$ cat src/rtl/decoder_pipe.sv
// Pipelined index-to-one-hot decoder behind a 2-entry skid buffer.
// Optional macro DECODER_PIPE_CNT_EN adds out_cnt, a saturating error-word counter.
module decoder_pipe #(
   parameter int IN_W       = 3,
   parameter int NUM_OUT    = 8,
   parameter bit ACTIVE_LOW = 1'b0
) (
   input  logic               clk,
   input  logic               rst,
   input  logic               in_valid,
   output logic               in_ready,
   input  logic [IN_W-1:0]    in_data,
   input  logic               in_en,
   output logic               out_valid,
   input  logic               out_ready,
   output logic [NUM_OUT-1:0] out_data,
   output logic               out_err
`ifdef DECODER_PIPE_CNT_EN
   ,
   output logic [15:0]        out_cnt
`endif
);

   typedef enum logic [1:0] {
      EMPTY = 2'd0,
      ONE   = 2'd1,
      FULL  = 2'd2
   } state_t;

   localparam logic [NUM_OUT-1:0] IDLE = ACTIVE_LOW ? '1 : '0;

   state_t             state;
   logic               rdy_q;
   logic [NUM_OUT-1:0] hd_data;
   logic               hd_err;
   logic [NUM_OUT-1:0] sk_data;
   logic               sk_err;

   logic [31:0]        idx;
   logic [NUM_OUT-1:0] raw;
   logic [NUM_OUT-1:0] dec_word;
   logic               dec_err;
   logic               acc;
   logic               xfer;

   assign idx = {{(32-IN_W){1'b0}}, in_data};

   always_comb begin
      raw = '0;
      for (int i = 0; i < NUM_OUT; i++) begin
         raw[i] = in_en && (idx == 32'(i));
      end
      dec_err  = in_en && (idx >= 32'(NUM_OUT));
      dec_word = raw ^ IDLE;
   end

   assign in_ready  = rdy_q;
   assign out_valid = (state != EMPTY);
   assign out_data  = hd_data;
   assign out_err   = hd_err;

   assign acc  = in_valid && rdy_q;
   assign xfer = out_valid && out_ready;

   // hd_* is the presented word; sk_* only holds the second word while FULL
   always_ff @(posedge clk or posedge rst) begin
      if (rst) begin
         state   <= EMPTY;
         rdy_q   <= 1'b0;
         hd_data <= IDLE;
         hd_err  <= 1'b0;
         sk_data <= IDLE;
         sk_err  <= 1'b0;
      end else begin
         unique case (state)
            EMPTY: begin
               rdy_q <= 1'b1;
               if (acc) begin
                  hd_data <= dec_word;
                  hd_err  <= dec_err;
                  state   <= ONE;
               end
            end
            ONE: begin
               rdy_q <= 1'b1;
               if (acc && xfer) begin
                  hd_data <= dec_word;
                  hd_err  <= dec_err;
               end else if (acc) begin
                  sk_data <= dec_word;
                  sk_err  <= dec_err;
                  rdy_q   <= 1'b0;
                  state   <= FULL;
               end else if (xfer) begin
                  state <= EMPTY;
               end
            end
            FULL: begin
               if (xfer) begin
                  hd_data <= sk_data;
                  hd_err  <= sk_err;
                  rdy_q   <= 1'b1;
                  state   <= ONE;
               end
            end
            default: begin
               rdy_q <= 1'b1;
               state <= EMPTY;
            end
         endcase
      end
   end

`ifdef DECODER_PIPE_CNT_EN
   always_ff @(posedge clk or posedge rst) begin
      if (rst) begin
         out_cnt <= 16'd0;
      end else if (xfer && hd_err && (out_cnt != 16'hFFFF)) begin
         out_cnt <= out_cnt + 16'd1;
      end
   end
`endif

endmodule

$ cat config.mk
export PLATFORM = sky130hd
export DESIGN_NAME = decoder_pipe
export DESIGN_NICKNAME = d
export VERILOG_FILES = /design/src/rtl/decoder_pipe.sv
export SDC_FILE = /design/constraint.sdc
export NUM_CORES = 1
export LEC_CHECK = 0
export ABC_CLOCK_PERIOD_IN_PS = 2000
export CAP_MARGIN = 20
export CORE_MARGIN = 2
export CORE_UTILIZATION = 39
export CTS_CLUSTER_SIZE = 28
export DETAILED_ROUTE_END_ITERATION = 16
export SLEW_MARGIN = 30
export SYNTH_ARGS = -nofsm -noshare
export SYNTH_HDL_FRONTEND = slang
export SYNTH_SLANG_ARGS = --single-unit
export TNS_END_PERCENT = 100
$ cat constraint.sdc
create_clock -name clk -period 2 [get_ports clk]
set_clock_uncertainty 0.2 [all_clocks]
set_input_delay 0.5 -clock clk [delete_from_list [all_inputs] [get_ports clk]]
set_output_delay 0.5 -clock clk [all_outputs]
set_load 0.1 [all_outputs]
# Word-level counts from Yosys, hierarchy flattened
# Cells that the tools add are included.
dict set report totals {
  register_bits 21
  latch_bits 0
  ramBits 0
  mem_bits_ro 0
  input_bits 8
  out_inout_bits 11
  n_memories 0
}
dict set report op_classes {
  addsub 0
  mul 0
  div 0
  magnitude_cmp 1
  n_eq_ne 14
  n_shift 0
  n_mux 18
  n_bitwise 1
  n_reduce_logical 19
}
# op count
set ops {}
lappend ops {{logical NOT 32 bit} 1}
lappend ops {{two-way mux 8 bit} 3}
lappend ops {{one-hot mux 8 bit (3 select lines)} 1}
lappend ops {{equality test 3 bit (second input constant)} 4}
lappend ops {{logical AND 1 bit} 12}
lappend ops {{two-way mux 2 bit} 5}
lappend ops {{inequality test 2 bit (second input constant)} 4}
lappend ops {{AND reduction 4 bit} 2}
lappend ops {{equality test 3 x 2 -> 1 bit (second input constant)} 2}
lappend ops {{two-way mux 1 bit} 6}
lappend ops {{one-hot mux 2 bit (3 select lines)} 1}
lappend ops {{>= comparator 3 x 4 -> 1 bit (second input constant)} 1}
lappend ops {{equality test 3 x 1 -> 1 bit (second input constant)} 1}
lappend ops {{inequality test 3 bit (second input constant)} 1}
lappend ops {{one-hot mux 1 bit (3 select lines)} 1}
lappend ops {{AND reduction 3 bit} 1}
lappend ops {{nonzero test 3 bit} 1}
lappend ops {{equality test 2 x 1 -> 1 bit (second input constant)} 1}
lappend ops {{equality test 2 bit (second input constant)} 1}
lappend ops {{logical NOT 2 bit} 1}
lappend ops {{one-hot mux 1 bit (2 select lines)} 1}
lappend ops {{nonzero test 2 bit} 1}
lappend ops {{NOT 1 bit} 1}

# Logic depth before layout (Yosys ltp)
dict set report depth {
  ltp_word 6
  depth_mapped 4
  depth_no_buf 3
}

# Worst setup path before layout
# OpenSTA, ideal clock, no wires.
dict set report synth_timing {
  path_kind {flip-flop to flip-flop}
  start {register rdy_q, in the netlist in_ready}
  end {register hd_data[0], in the netlist out_data[0]}
  arrival_ns 1.895
  t_required_ns 1.674
  slack_ns -0.221
  stages_incl_launch_ff 4
  path_buffers 0
  synth_period_minus_slack_ns 2.221
  path_cell_list {dfrtp_1 > nand3b_1 > o21ai_4 > mux2_4}
}
dict set report synth_via {
  elab_chain_cells 4
}
# element line
set synth_lines {}
lappend synth_lines {{start, declared} 33} ;# logic rdy_q;
lappend synth_lines {{start signal, assigned} 69} ;# rdy_q <= 1'b0;
lappend synth_lines {{start signal, assigned} 77} ;# rdy_q <= 1'b1;
lappend synth_lines {{start signal, assigned} 85} ;# rdy_q <= 1'b1;
lappend synth_lines {{logical AND 1 bit (*)} 62} ;# assign acc = in_valid && rdy_q;
lappend synth_lines {{logical AND 1 bit} 86} ;# if (acc && xfer) begin
lappend synth_lines {{inequality test 2 bit (no line)} n/a}
lappend synth_lines {{AND reduction 4 bit (no line) (*)} n/a}
lappend synth_lines {{end signal, assigned} 79} ;# hd_data <= dec_word;
lappend synth_lines {{end signal, assigned} 87} ;# hd_data <= dec_word;
lappend synth_lines {{end signal, assigned} 100} ;# hd_data <= sk_data;
lappend synth_lines {{end, declared} 34} ;# logic [NUM_OUT-1:0] hd_data;
# Every way passes the cells marked *; elsewhere a longest branch is shown, timed or not.
# A chain may end at the register's enable or synchronous reset.

# Worst setup path in the final report
dict set report layout_timing {
  start {register state[1]}
  end {output out_valid}
}
dict set report layout_via {
  elab_chain_cells 1
}
# element line
set layout_lines {}
lappend layout_lines {{start, declared} 32} ;# state_t state;
lappend layout_lines {{start signal, assigned} 68} ;# state <= EMPTY;
lappend layout_lines {{start signal, assigned} 81} ;# state <= ONE;
lappend layout_lines {{start signal, assigned} 93} ;# state <= FULL;
lappend layout_lines {{nonzero test 2 bit} 58} ;# assign out_valid = (state != EMPTY);
lappend layout_lines {{end, declared} 14} ;# output logic out_valid,
# No other way between the ends.

==> reports/metrics.cfg <==
[synthesis]
syn-num-nets = 78
synth_area_leaders = dfrtp_1, mux2_4, mux2_1
syn_inst = 70
ys_warn_count = 0
post-synth-top-count-cell = dfrtp_1
avgSynthCellArea_um2 = 14.0
netlist_area_um2 = 978
synth_edf_count = 0
yosysTopAreaCell = dfrtp_1
async_reset_ff_frac = 1.00
synth.yosys.seq_area_share = 0.486
synth_top_flop_cell = dfrtp_1
yosys-top-cells-count = dfrtp_1, mux2_1, mux2_2, mux2_4
ys_ff_latch = 19
synth.distinct_cells = 22
post-synth-top-area-fraction = 0.486

[worst_setup_path]
slowest_delay_ps = 430
cpLargestDelayFamily = flip-flops
worstPathArrival_ps = 1230
r2r-start = state[0]$_DFFE_PP0P_
critical_path_class = register to output pin
path_buf_inv = 1
cp_max_fo = 6
cp_cell_sequence = or2_2 > buf_12
r2r-end = out_data[4]$_DFFE_PP0P_
crit_slowest_cell = dfrtp_1
worstPathRequired_ps = 1300
crit_start = state[1]$_DFFE_PP0P_
endpoint_kind = output pin
startpoint_type = register
rr_worst_depth = 3
r2r_slack_ps = 180

[floorplanning]
rows = 18
die_y_um = 54.1
start_util = 0.402
design.die.area_um2 = 2930
io_pins = 19
dieWidth_um = 54.1
core-area_um2 = 2430

[layout]
nets = 103
num_antenna_cells = 0
fin_cells = 124
fill_cells = 205
layout-drive-gt1-share = 0.415
stdcell_area_um2 = 1360
area_delta_synth_final_pct = 39.3

[cts]
cts.hold.buffers_added = 0
clockRootBuffer = clkbuf_4
clockBufferDepth = 2
cts_setup_buffers = 0
clock-sinks = 19
cts_tree = yes
clk_pin_slew_worst_paths_ps = 110
numCtsBuffers = 3
htreeDepth = 1
insertion_delay_ps = 290
ctsResizeCount = 0

[placement]
dp_slack_ps = -194
placedCellCount = 120
gp_congestion = 0.709
io_buffers = 17
dpl-instance-area_um2 = 1340
dpl.hpwl_um = 1210

[pwr]
p_int_w = 0.000922
seqPwrFrac = 0.337
power_frac_comb = 0.546
switching_share = 0.428
peakVddDrop_mv = 0.681
leakage_nw = 0.647
power.total_w = 0.00161
power.density_nw_per_um2 = 1180
clkPwrFrac = 0.118
switchingPower_w = 0.000690

[global_routing]
use_met3 = 0.0500
grt_pass1_wl_um = 2670
grt_pass1_vias = 595
grt_max_degree = 20
overflow = 0
globalRouteMet1Util = 0.169
grt_usage = 0.132
antenna_found_initial = 0
grt_busiest_layer = met2
grtUsageMet2 = 0.213

[sta]
timing.final.hold_violations = 0
slew_violations = 0
rsz0062_at_grt = no
setup_violations = 0
setup_slack_ps = 65.4
finalCritPeriodShare = 0.967
holdWs_ps = 310
max_freq_mhz = 517
layout_min_cycle_time_ps = 1930

[flow_run]
maxCapViolations = 0

[status]
outcome = completed

[route]
ant_nets = 0
firstDrtPassIters = 4
routedWlPerCell_um = 13.3
avgViaCountPerCell = 5.03
drc = 0
vias = 624
routed_wl_um = 1650
first_iter_violations = 5

[hold_path]
holdPathEnd = sk_data[7]$_DFFE_PP0P_
whs_path_depth = 1
hp-class = register to register
min_from = sk_data[7]$_DFFE_PP0P_

-- area by class of cell --
| type | instances | area [um2] | share of cell area |
|---|---|---|---|
| clock inverters | 1 | 5.00 | 0.00367 |
| inverters | 2 | 7.51 | 0.00551 |
| flip-flops and latches | 19 | 477 | 0.350 |
| multi-input cells | 47 | 480 | 0.353 |
| clock buffers | 3 | 22.5 | 0.0165 |
| repair buffers | 22 | 333 | 0.244 |
| well taps | 30 | 37.5 | 0.0275 |
-- worst max-delay path by stage --
stage | cells after the start | to
final | 2 | out_valid
after global routing | 2 | out_valid
after CTS | 2 | out_valid
after detailed placement | 4 | out_data[5]$_DFFE_PP0P_
after global placement | 4 | out_data[5]$_DFFE_PP0P_
after floorplan | 3 | out_data[0]$_DFFE_PP0P_
-- power by group through the flow --
stage               clock network, W  registers (W)  logic, W
finish                      0.000189       0.000543  0.000879
global route                0.000223       0.000553  0.000915
CTS                         0.000204       0.000543  0.000887
detailed placement                 0       0.000551  0.000886
global placement                   0       0.000546  0.000884
floorplan                          0       0.000760  0.000341
-- cell families (layout without fill, tap and decap cells) --
logic type             Yosys count  after routing  share of synthesized area
AO/OA/AOI/OAI                    4              4                     0.0320
XOR/XNOR                         1              1                    0.00895
buffers and inverters            4             28                     0.0230
flip-flops                      19             19                      0.486
multiplexers                    24             24                      0.307
other                            1              1                    0.00383
AND/OR/NAND/NOR                 17             17                      0.139
-- flip-flops by register name (all words and copies together), names as in the netlist --
signal    flops
in_ready      1
state         2
out_data      8
sk_data       8
-- layer usage --
layer / part of all wire / wire, um
met4: 0.0073 / 12
met3: 0.034 / 56
met1: 0.47 / 769
met2: 0.49 / 807
met5: 0 / 0
-- placed cells by master (no fill, tap or decap), types with 3 or more instances in the layout --
master and count:
buf_12 12, nor4bb_1 3, mux2_4 8, clkdlybuf4s50_1 7, dfrtp_1 18, clkbuf_4 3
buf_4 3, mux2_2 8, mux2_1 8, and4b_1 3
-- through the flow --
stage,TNS (ps),utilization
finish,0,0.560
global route,0,0.560
CTS,0,0.560
detailed placement,-1990,0.549
global placement,-1760,0.549
floorplan,0,-
No activity file was read; power rests on OpenSTA's default activity.
